--- config.mk ---
export PLATFORM = sky130hd
export DESIGN_NAME = seq_detector_mealy
export DESIGN_NICKNAME = d
export VERILOG_FILES = /design/src/rtl/seq_det_pkg.sv /design/src/rtl/seq_det_counter.sv /design/src/rtl/seq_detector_mealy.sv
export SDC_FILE = /design/constraint.sdc
export NUM_CORES = 1
export LEC_CHECK = 0
export CELL_PAD_IN_SITES_DETAIL_PLACEMENT = 0
export CELL_PAD_IN_SITES_GLOBAL_PLACEMENT = 2
export CORE_MARGIN = 2
export CORE_UTILIZATION = 30
export DETAILED_ROUTE_END_ITERATION = 8
export PLACE_DENSITY_LB_ADDON = 0.2
export SLEW_MARGIN = 20
export SYNTH_ARGS = -nofsm -noshare
export SYNTH_HDL_FRONTEND = slang
export SYNTH_SLANG_ARGS = --single-unit
--- constraint.sdc ---
create_clock -name Clk -period 2.1 [get_ports Clk]
set_clock_uncertainty 0.2 [all_clocks]
set_input_delay 0.42 -clock Clk [delete_from_list [all_inputs] [get_ports Clk]]
set_output_delay 0.42 -clock Clk [all_outputs]
set_load 0.005 [all_outputs]
--- src/rtl/seq_det_pkg.sv ---
// Shared elaboration-time helpers for the serial pattern detectors.
package seq_det_pkg;

   localparam int unsigned MAX_PAT_W = 16;

   // State register width for a detector of pattern length pat_w (never below 1 bit)
   function automatic int unsigned state_w(input int unsigned pat_w);
      return (pat_w <= 2) ? 1 : $clog2(pat_w);
   endfunction

   // Pattern bit in arrival order: index 0 is the first bit received
   function automatic logic pat_bit(input logic [MAX_PAT_W-1:0] pattern,
                                    input int unsigned pat_w,
                                    input int unsigned i);
      return pattern[pat_w-1-i];
   endfunction

   // Longest proper prefix of the pattern that is also a suffix
   function automatic int unsigned border_len(input logic [MAX_PAT_W-1:0] pattern,
                                              input int unsigned pat_w);
      int unsigned best;
      logic        ok;
      best = 0;
      for (int unsigned j = 1; j < pat_w; j++) begin
         ok = 1'b1;
         for (int unsigned i = 0; i < j; i++)
            if (pat_bit(pattern, pat_w, i) != pat_bit(pattern, pat_w, pat_w-j+i))
               ok = 1'b0;
         if (ok)
            best = j;
      end
      return best;
   endfunction

   // Matched-prefix length after accepting bit b with k pattern bits already matched
   function automatic int unsigned next_state(input logic [MAX_PAT_W-1:0] pattern,
                                              input int unsigned pat_w,
                                              input int unsigned k,
                                              input logic b,
                                              input logic overlap);
      int unsigned best;
      logic        ok;
      logic        s_bit;
      if (k == pat_w-1 && b == pat_bit(pattern, pat_w, pat_w-1))
         return overlap ? border_len(pattern, pat_w) : 0;
      // s = first k pattern bits followed by b, length k+1
      best = 0;
      for (int unsigned j = 1; j <= k+1; j++) begin
         ok = 1'b1;
         for (int unsigned i = 0; i < j; i++) begin
            s_bit = (k+1-j+i < k) ? pat_bit(pattern, pat_w, k+1-j+i) : b;
            if (s_bit != pat_bit(pattern, pat_w, i))
               ok = 1'b0;
         end
         if (ok)
            best = j;
      end
      return best;
   endfunction

endpackage

--- src/rtl/seq_det_counter.sv ---
// Saturating match counter with sticky saturation flag and synchronous clear.
module seq_det_counter #(
   parameter int unsigned CNT_W = 8
) (
   input  logic             Clk,
   input  logic             Reset_n,
   input  logic             inc,
   input  logic             clr,
   output logic [CNT_W-1:0] count,
   output logic             sat
);

   logic [CNT_W-1:0] count_nx;

   // Incremented value, used only when not yet saturated
   always_comb begin
      count_nx = count + CNT_W'(1);
   end

   // Count register: clear wins over increment, hold at all-ones
   always_ff @(posedge Clk or negedge Reset_n) begin
      if (!Reset_n) begin
         count <= '0;
         sat   <= 1'b0;
      end else if (clr) begin
         count <= '0;
         sat   <= 1'b0;
      end else if (inc && !(&count)) begin
         count <= count_nx;
         if (&count_nx)
            sat <= 1'b1;
      end
   end

endmodule

--- src/rtl/seq_detector_mealy.sv ---
// Parametrised Mealy serial pattern detector with registered match pulse and saturating count.
module seq_detector_mealy
   import seq_det_pkg::*;
#(
   parameter int unsigned           PAT_W   = 4,
   parameter logic [PAT_W-1:0]      PATTERN = 4'b1101,
   parameter logic                  OVERLAP = 1'b1,
   parameter int unsigned           CNT_W   = 8
) (
   input  logic             Clk,
   input  logic             Reset_n,
   input  logic             en,
   input  logic             in,
   input  logic             clr,
   output logic             Z,
   output logic [CNT_W-1:0] match_count,
   output logic             sat
);

   localparam int unsigned              SW      = state_w(PAT_W);
   localparam int unsigned              NST     = 2**SW;
   localparam logic [SW-1:0]            S_EMPTY = '0;
   localparam logic [SW-1:0]            S_FULL  = SW'(PAT_W-1);
   localparam logic [MAX_PAT_W-1:0]     PAT_EXT = MAX_PAT_W'(PATTERN);

   logic [SW-1:0] PS;
   logic [SW-1:0] NS;
   logic          Ztemp;
   logic [SW-1:0] ns_tbl0 [NST];
   logic [SW-1:0] ns_tbl1 [NST];

   // Transition table fixed at elaboration; unreachable codes fall back to the empty-state row
   for (genvar g = 0; g < NST; g++) begin : g_tbl
      localparam int unsigned K   = (g < PAT_W) ? g : 0;
      localparam logic [SW-1:0] N0 = SW'(next_state(PAT_EXT, PAT_W, K, 1'b0, OVERLAP));
      localparam logic [SW-1:0] N1 = SW'(next_state(PAT_EXT, PAT_W, K, 1'b1, OVERLAP));
      assign ns_tbl0[g] = N0;
      assign ns_tbl1[g] = N1;
   end

   // Match decode and next matched-prefix length; state holds while en is low
   always_comb begin
      Ztemp = en && (PS == S_FULL) && (in == PATTERN[0]);
      NS    = PS;
      if (en)
         NS = in ? ns_tbl1[PS] : ns_tbl0[PS];
   end

   // State and registered match pulse
   always_ff @(posedge Clk or negedge Reset_n) begin
      if (!Reset_n) begin
         PS <= S_EMPTY;
         Z  <= 1'b0;
      end else begin
         PS <= NS;
         Z  <= Ztemp;
      end
   end

   seq_det_counter #(
      .CNT_W (CNT_W)
   ) u_counter (
      .Clk     (Clk),
      .Reset_n (Reset_n),
      .inc     (Ztemp),
      .clr     (clr),
      .count   (match_count),
      .sat     (sat)
   );

endmodule

==> run_results.csv, run 1 <==
group,metric,value,unit
timing,rsz0062_at_grt,"false",
die,dieArea,3090,um^2
routing,drc,0,
placement,dp_hpwl,1330,um
final_layout,drive_above_1_share,12.5,%
worst_hold_path,hp-class,"primary input to asynchronous set/reset pin",
clock_tree,clkSlewWorstSetupHoldPaths,0.08,ns
grt,grt_first_pass_wirelength,2970,um
clock_tree,cts-htree-levels,1,
final_layout,finalInstanceArea,1010,um^2
setup_path,path_class,"register to output pin",
routing,wl_per_cell,13.3,um
die,coreArea,2500,um^2
clock_tree,postCtsSetupRepairBufs,0,
placement,placed_cell_area,988,um^2
setup_path,required,1.48,ns
clock_tree,cts_resized,0,
timing,period_minus_slack,2.02,ns
setup_path,path_max_fanout,10,
routing,vias_per_cell,5.09,
routing,drtIter0Drc,6,
power_and_ir_drop,p_per_area,573,nW/um^2
timing,hold_viol,0,
yosys,avgSynthCellArea,9.38,um^2
final_layout,diodes,0,
setup_path,end_kind,"output pin",
run_status,run_status,"completed",
setup_path,cp_top_family,"buffers and inverters",
power_and_ir_drop,ir_worst_vdd,0.287,mV
final_layout,fin_nets,116,
die,rows,18,
routing,met2WireLength,804,um
yosys,synth.cell_area,797,um^2
timing,worst_pin_slew,0.567,ns
die,initial_core_util,31.9,%
timing,setup_viol,0,
grt,grt_pass1_vias,637,
final_layout,areaGrowthSynthToFinish,26.8,%
timing,maxSlewHeadroom,62.1,%
routing,first_pass_iters,4,
yosys,syn_inst,85,
yosys,yosysUniqueCellTypes,34,
grt,grt_overflow,0,
setup_path,worst_path_largest_cell_delay,0.57,ns
clock_tree,clock_sinks,12,
yosys,yosys-top-cells-area,"dfrtp_1 (38%), ha_1 (7.8%), nor2_1 (3.3%), xnor2_1 (3.3%), xor2_1 (3.3%)",
yosys,synth_top_area_share,37.7,%
die,pin_count,15,
setup_path,worstSetupStartpointType,"register",
routing,ant_nets,0,
yosys,ys_seq_elements,12,
die,die-height,55.5,um
placement,place.gp.congestion,0.716,
grt,antenna_found_initial,0,
clock_tree,clockRootBuffer,"clkbuf_4",
clock_tree,cts_tree,"done",
yosys,ys_seq_area_share,37.7,%
power_and_ir_drop,p_leak,0.426,nW
setup_path,crit_arrival,1.40,ns
setup_path,path_buf_inv,1,
setup_path,cp_cell_sequence,"clkdlybuf4s50_1",
routing,highest_layer,"met4",
placement,portBuffers,14,
timing,max_freq,495,MHz
timing,maxSlewViolCount,0,
clock_tree,clk-insertion-delay-late,0.27,ns
routing,wl,1780,um
grt,grt_max_degree,13,
clock_tree,postCtsHoldBufs,0,
run,maxCapViolations,0,
timing,setup_slack,0.0787,ns
clock_tree,cts_buffer_depth,2,
routing,vias,682,
timing,fin_crit_sh,96.3,%
clock_tree,cts_buffers,3,
timing,fin_setup_tns,0,ns
yosys,synth_top_cell_by_area,"dfrtp_1",
yosys,synth_warnings,0,
placement,place_ws,-0.0116,ns
routing,route.met3.wl,62,um
grt,grt_usage,12.3,%
routing,wl_met1,889,um
yosys,synth_nets,95,
die,die_x,55.5,um
setup_path,critPathSlowestCell,"clkdlybuf4s50_1",
## cells by family after synthesis
group / Yosys count / synth area share, %
AND/OR/NAND/NOR: 32 / 22.1
AO/OA/AOI/OAI: 18 / 16.5
flip-flops: 12 / 37.7
buffers and inverters: 10 / 6.75
XOR/XNOR: 6 / 6.59
adder cells (fa/ha/maj): 5 / 7.85
multiplexers: 2 / 2.51
## worst paths after layout
check / from / endpoint / slack, ns / cells past startpoint
setup / recovery: u_counter.count[3] / match_count[3] / 0.08 / 1
hold / removal: Reset_n / u_counter.count[3] / 0.31 / 1
setup reg to reg: u_counter.count[0] / u_counter.sat / 0.23 / 5
hold reg to reg: u_counter.sat / u_counter.sat / 0.39 / 2
max in group asynchronous: Reset_n / u_counter.count[1] / 1.02 / 1
min in group Clk: u_counter.sat / u_counter.sat / 0.39 / 2
## state kept, by name, summed over array words and instances (netlist names)
register	cells
Z	1
u_counter.count	8
PS	2
u_counter.sat	1
## per-stage QoR
stage | std cells | hold slack [ns] | power (mW) | util, %
final | 134 | 0.307 | 0.579 | 40.4
after global routing | 134 | 0.356 | 0.626 | 40.4
after CTS | 134 | 0.329 | 0.590 | 40.4
after detailed placement | 131 | 0.355 | 0.444 | 39.5
after global placement | 131 | 0.377 | 0.436 | 39.5
after floorplan | 85 | -0.0756 | 0.380 | -
## layer usage
layer | vias to the layer above | global-route usage (%)
met5 | - | 0
met1 | 322 | 16.5
li1 | 341 | -
met2 | 15 | 18.2
met3 | 4 | 3.75
met4 | 0 | 5.23
## worst register-to-register path: stages, from the launching register on
cell,delay (ns)
dfrtp_1,0.38
ha_1,0.27
and2_1,0.21
o31ai_1,0.25
a2bb2oi_1,0.09
o32ai_1,0.35
## final cells by class
type	instances	area, um^2
inverters	6	22.5
flip-flops and latches	12	300
multi-input cells	63	443
fillers	245	1490
repair buffers	20	185
well taps	30	37.5
clock buffers	3	22.5
## placed cells by master (no fill, tap or decap), types with 5 or more instances in the layout
cell	count
ha_1	5
a21oi_1	5
dfrtp_1	12
nor2_1	7
buf_4	6
nand2_1	5
clkdlybuf4s50_1	14
nand3_1	5
inv_1	6
## synth_stat cells, drive strengths merged
master   instances
a2bb2oi          1
nand3            5
or2b             2
nand4            3
nand4b           1
o22ai            1
or3              2
ha               5
o2111ai          1
a31oi            1
o21ai            4
nor2             7
xor2             3
or2              1
and3             3
o211ai           2
o21a             1
o31ai            1
mux2i            2
xnor2            3
and4b            1
a21oi            5
and4             1
and2             1
nand2            5
o32ai            1
inv              6
buf              4
dfrtp           12
## report_power, final
group	internal [mW]	total (mW)	switching (mW)
combinational	0.0754	0.156	0.0803
sequential	0.256	0.279	0.0226
clock	0.0664	0.145	0.0784
No activity file was read; power rests on OpenSTA's default activity.
==> run 2, diff against run 1 <==
TNS_END_PERCENT = 10   (was unset)
==> results of run 2 <==
No change in the layout: final DEF, timing and power equal those of run 1.
==> run 3, diff against run 2 <==
TNS_END_PERCENT = unset   (was 10)
==> results of run 3 <==
No change in the layout: final DEF, timing and power equal those of run 1.
==> RTL change 1: new RTL, config.mk and constraints of run 2 <==
`CNT_W` is set to 8 in 2 places; all go to 10.
--- a/src/rtl/seq_det_counter.sv
+++ b/src/rtl/seq_det_counter.sv
@@ -2,3 +2,3 @@
 module seq_det_counter #(
-   parameter int unsigned CNT_W = 8
+   parameter int unsigned CNT_W = 10
 ) (
--- a/src/rtl/seq_detector_mealy.sv
+++ b/src/rtl/seq_detector_mealy.sv
@@ -7,3 +7,3 @@
    parameter logic                  OVERLAP = 1'b1,
-   parameter int unsigned           CNT_W   = 8
+   parameter int unsigned           CNT_W   = 10
 ) (
Interface: changed (resized match_count); port bits go from 15 to 17. The function was not compared with the original's and may differ.
==> RTL change 1 against run 2 <==
The flow now finishes with violations (DRC); wire length increased by 31%; area after synthesis increased by 13%; combinational power increased by 30%; core utilization increased by 5.3 points; sequential cell count increased by 2; largest cell class unchanged; sequential share of layout area decreased by 2.4 points; setup slack improved by 0.014 ns; design area increased by 27%; power increased by 26%.
==> RTL change 1: results (changes against run 2) <==
{| class="wikitable"
! Metric !! Value
|-
| H-tree Lvls || 1 (unchanged)
|-
| Placed wire-length estimate || 1790 um (+34%)
|-
| Via count of the first global-routing pass || 893 (+40%)
|-
| Cell count of the worst reg-to-reg path || 6 (+1)
|-
| Critical path peak fanout || 5 (-5)
|-
| Total number of nets in the final design || 143 (+23%)
|-
| Wirelength, routed || 2330 um (+31%)
|-
| Violations in the final reports || DRC
|-
| Max rail drop VDD || 0.320 mV (+11%)
|-
| Post-synthesis cell count || 93 (+9.4%)
|-
| Worst slew margin relative to its limit || 0.675 (+0.0537)
|-
| Worst Setup SP || u_counter.count[2]$_DFFE_PN0P_
|-
| Met2 capacity usage during global routing || 0.252 (+0.0704)
|-
| Placed Cells || 159 (+21%)
|-
| Total GRT Usage || 0.166 (+0.0426)
|-
| Regs by FF count || u_counter.count: 10 flops, PS: 2 flops
|-
| Synth unique cells || 35 (+2.9%)
|-
| Final Wtd Congestion || 0.745 (+4.0%)
|-
| Setup slack of the most critical reg-to-reg path || 0.16 ns (-0.07 ns)
|-
| Pin count of the biggest net entering global routing || 15 (+2)
|-
| Post-detailed-placement cell area || 0.00125 mm2 (+26%)
|-
| Leakage power total || 0.535 nW (+26%)
|-
| Register area share after synthesis || 0.389 (+0.0121)
|-
| Cells taking the most area after synthesis || sky130_fd_sc_hd__dfrtp_1 39%, sky130_fd_sc_hd__ha_1 6.9%, sky130_fd_sc_hd__a21oi_1 5.6%
|-
| Number of vias after detailed routing || 893 (+31%)
|-
| Source-to-sink clock delay at the later pin of the worst-skew pair || 0.29 ns (+0.02 ns)
|-
| Most numerous cell types in the synthesized netlist || 14 x sky130_fd_sc_hd__dfrtp_1, 10 x sky130_fd_sc_hd__a21oi_1, 7 x sky130_fd_sc_hd__inv_1
|-
| Capture instance of the worst register-to-register path || u_counter.count[8]$_DFFE_PN0P_
|-
| Per-cell routed wire length || 14.3 um (+7.6%)
|-
| Total of buffers placed on input and output ports || 16 (+2)
|-
| Clk buf depth || 2 (unchanged)
|-
| DRC violation total after the first TritonRoute iteration || 33 (+27)
|-
| CTS buffer count || 3 (unchanged)
|-
| Post-detailed-route DRC marker count || 2 (+2)
|-
| Internal Power || 0.000502 W (+26%)
|-
| Outcome || finished with violations
|-
| Met1 Usage GRT || 0.236 (+0.0706)
|-
| Initial DRT Pass Iterations || 6 (+2)
|-
| Share of final-layout standard cells stronger than drive strength 1 || 0.265 (+0.140)
|-
| Global routing usage on met3 || 0.0286 (-0.00890)
|-
| Post-Syn Nets || 103 (+8.4%)
|-
| Reg-to-Reg Start || u_counter.count[1]$_DFFE_PN0P_
|-
| Global-route wire length before repair || 4350 um (+46%)
|}
[RTL change 1: layout make-up]
| class | count | area, um2 |
|---|---|---|
| Inverter | 7 | 26.3 |
| Fill cell | 268 | 1520 |
| Clock buffer | 4 | 36.3 |
| Sequential cell | 14 | 350 |
| Tap cell | 31 | 38.8 |
| Timing Repair Buffer | 37 | 318 |
| Multi-Input combinational cell | 70 | 513 |
[RTL change 1: kinds of logic (layout without fill, tap and decap cells)]
| group | count (synthesis) | in the layout | synth area share |
|---|---|---|---|
| flip-flops | 14 | 14 | 0.389 |
| adder cells (fa/ha/maj) | 5 | 5 | 0.0694 |
| multiplexers | 1 | 1 | 0.0111 |
| AO/OA/AOI/OAI | 31 | 31 | 0.244 |
| AND/OR/NAND/NOR | 32 | 32 | 0.235 |
| XOR/XNOR | 1 | 1 | 0.00972 |
| buffers and inverters | 9 | 48 | 0.0417 |
[RTL change 1: worst max path at each step]
stage | cells past startpoint | slack, ns | end
floorplan | 6 | 0.19 | u_counter.count[3]$_DFFE_PN0P_
global placement | 5 | -0.01 | u_counter.count[5]$_DFFE_PN0P_
detailed placement | 5 | -0.05 | u_counter.count[2]$_DFFE_PN0P_
CTS | 2 | 0.08 | match_count[2]
global route | 2 | 0.01 | match_count[2]
finish | 2 | 0.09 | match_count[2]
[RTL change 1: power groups by stage]
| stage | sequential, W | combinational [W] | clock, W |
|---|---|---|---|
| 2_1_floorplan | 0.000330 | 0.000110 | 0 |
| 3_3_place_gp | 0.000328 | 0.000195 | 0 |
| 3_5_place_dp | 0.000330 | 0.000202 | 0 |
| 4_1_cts | 0.000324 | 0.000203 | 0.000211 |
| 5_1_grt | 0.000330 | 0.000241 | 0.000230 |
| 6_report | 0.000324 | 0.000203 | 0.000204 |
[RTL change 1: worst max-delay path, stage by stage, from the launching register on]
cell and delay, ns:
sky130_fd_sc_hd__dfrtp_1 0.43, sky130_fd_sc_hd__buf_4 0.17, sky130_fd_sc_hd__clkdlybuf4s50_1 0.50
[RTL change 1: per-layer routing]
layer / share of wire / vias to the layer above
li1: - / 433
met1: 0.48 / 437
met4: 0.018 / 0
met3: 0.043 / 6
met2: 0.46 / 17
met5: 0 / -
[RTL change 1: through the flow]
step / setup WS (ns) / hold WS, ns / util
floorplan: 0.188 / -0.0756 / -
global placement: -0.0115 / 0.393 / 0.444
detailed placement: -0.0502 / 0.387 / 0.444
CTS: 0.0772 / 0.236 / 0.457
global route: 0.00966 / 0.252 / 0.457
finish: 0.0925 / 0.233 / 0.457
==> RTL change 2: new RTL, settings of run 2 <==
Without the edit above. Reset style: synchronous (`Reset_n`), changed in 2 clocked blocks.
--- a/src/rtl/seq_det_counter.sv
+++ b/src/rtl/seq_det_counter.sv
@@ -20,3 +20,3 @@
    // Count register: clear wins over increment, hold at all-ones
-   always_ff @(posedge Clk or negedge Reset_n) begin
+   always_ff @(posedge Clk) begin
       if (!Reset_n) begin
--- a/src/rtl/seq_detector_mealy.sv
+++ b/src/rtl/seq_detector_mealy.sv
@@ -49,3 +49,3 @@
    // State and registered match pulse
-   always_ff @(posedge Clk or negedge Reset_n) begin
+   always_ff @(posedge Clk) begin
       if (!Reset_n) begin
Check against the original RTL: differs if Reset_n is asserted again (counterexample within 10 cycles, from zero or initial values and one cycle with Reset_n low); with Reset_n held inactive, the same outputs for 10 cycles.
==> RTL change 2 against run 2 <==
Design area fell by 6.1%; sequential cell count is the same; setup slack improved by 0.13 ns; register-to-register slack improved by 0.13 ns; synthesized cell count is 11% lower; via count fell by 5.7%; area after synthesis decreased by 12%; wire length down 14%; largest cell class unchanged.
Power is not compared: it rests on default switching activity, and its combinational part moved more than twofold at a synthesized area within 25%.
==> RTL change 2: results (changes against run 2) <==
{| class="wikitable"
! Metric !! Value
|-
| Critical path peak fanout || 7 (-3)
|-
| Met3 wire length || 80 um (+29%)
|-
| Register area share after synthesis || 0.341 (-0.0357)
|-
| Pin slew with the least headroom to its limit || 0.266 ns (-0.301 ns)
|-
| Total GRT Usage || 0.140 (+0.0173)
|-
| Min-Delay Startpoint || u_counter.sat$_SDFFE_PP0P_
|-
| Post-Syn Nets || 85 (-11%)
|-
| Placed wire-length estimate || 1210 um (-9.3%)
|-
| Clock slew at the register clock pins of the worst setup and hold paths || 0.07 ns
|-
| Via count of the first global-routing pass || 635 (-0.31%)
|-
| Share of final-layout standard cells stronger than drive strength 1 || 0.141 (+0.0164)
|-
| Met1 WL || 744 um (-16%)
|-
| Leakage power total || 0.341 nW
|-
| Hold path cells || 2
|-
| Capture instance of the worst register-to-register path || u_counter.count[2]$_SDFFE_PP0P_
|-
| Post-detailed-placement cell area || 927 um2 (-6.2%)
|-
| Met1 Usage GRT || 0.172 (+0.00690)
|-
| Pin count of the biggest net entering global routing || 9 (-4)
|-
| Worst Setup SP || u_counter.count[5]$_SDFFE_PP0P_
|-
| End point of the critical path || match_count[5]
|-
| Setup slack of the most critical reg-to-reg path || 0.36 ns (+0.13 ns)
|-
| Wirelength, routed || 1530 um (-14%)
|-
| Synth unique cells || 32 (-5.9%)
|-
| Total number of nets in the final design || 110 (-5.2%)
|-
| Cells taking the most area after synthesis || sky130_fd_sc_hd__dfxtp_1 34%, sky130_fd_sc_hd__ha_1 7.1%, sky130_fd_sc_hd__mux2i_1 7.1%
|-
| Critical Path Max Stage Delay || 0.55 ns (-0.02 ns)
|-
| Final Wtd Congestion || 0.764 (+6.7%)
|-
| Avg Vias per Cell || 5.06 (-0.52%)
|-
| Global routing usage on met3 || 0.0600 (+0.0225)
|-
| Data arrival time of the critical path || 1.28 ns (-0.12 ns)
|-
| Post-synthesis async set-or-reset flop share || 0 (-1.00)
|-
| Met2 routed WL || 688 um (-14%)
|-
| Outcome || finished clean
|-
| Antenna violations before repair || 0 (unchanged)
|-
| Most numerous cell types in the synthesized netlist || 12 x sky130_fd_sc_hd__dfxtp_1, 9 x sky130_fd_sc_hd__nand2_1, 5 x sky130_fd_sc_hd__inv_1, 5 x sky130_fd_sc_hd__mux2i_1
|-
| DRC violation total after the first TritonRoute iteration || 7 (+1)
|-
| Hold Crit Class || reg2reg
|-
| Cell count of the worst reg-to-reg path || 5 (unchanged)
|-
| Met2 capacity usage during global routing || 0.223 (+0.0409)
|}
==> RTL change 2: changes by cell type after synthesis, sizes merged, moves of 3 or more <==
| cell | change |
|---|---|
| buf | -3 |
| a211oi | +3 |
| nor2 | -7 |
| dfrtp | -12 |
| dfxtp | +12 |
| nand2 | +4 |
| xnor2 | -3 |
| mux2i | +3 |
| nand2b | +4 |
==> RTL change 2: cell type report <==
class,instances,area [um2]
Fill cell,236,1260
Tap cell,28,35.0
Inverter,5,18.8
Timing Repair Buffer,21,193
Multi-Input combinational cell,58,440
Sequential cell,12,240
Clock buffer,3,22.5
==> RTL change 2: power groups by stage <==
stage / Combinational, W / Clock (W) / Sequential (W)
6_report: 0.0000399 / 0.000144 / 0.000234
3_3_place_gp: 0.0000403 / 0 / 0.000239
4_1_cts: 0.0000406 / 0.000150 / 0.000234
2_1_floorplan: 0.0000200 / 0 / 0.000239
3_5_place_dp: 0.0000404 / 0 / 0.000239
5_1_grt: 0.0000466 / 0.000163 / 0.000235
==> RTL change 2: metrics by stage <==
| step | cells | setup WS [ns] | hold slack [ns] | power, W |
|---|---|---|---|---|
| global placement | 124 | 0.0600 | 0.261 | 0.000280 |
| finish | 127 | 0.204 | 0.280 | 0.000417 |
| CTS | 127 | 0.198 | 0.288 | 0.000424 |
| global route | 127 | 0.138 | 0.333 | 0.000445 |
| detailed placement | 124 | 0.0324 | 0.276 | 0.000280 |
| floorplan | 76 | 0.398 | 0.263 | 0.000259 |
==> RTL change 2: cell families after synthesis <==
logic type / share of synthesized area
XOR/XNOR: 0.0249
AO/OA/AOI/OAI: 0.199
buffers and inverters: 0.0337
adder cells (fa/ha/maj): 0.0711
flip-flops: 0.341
AND/OR/NAND/NOR: 0.259
multiplexers: 0.0711
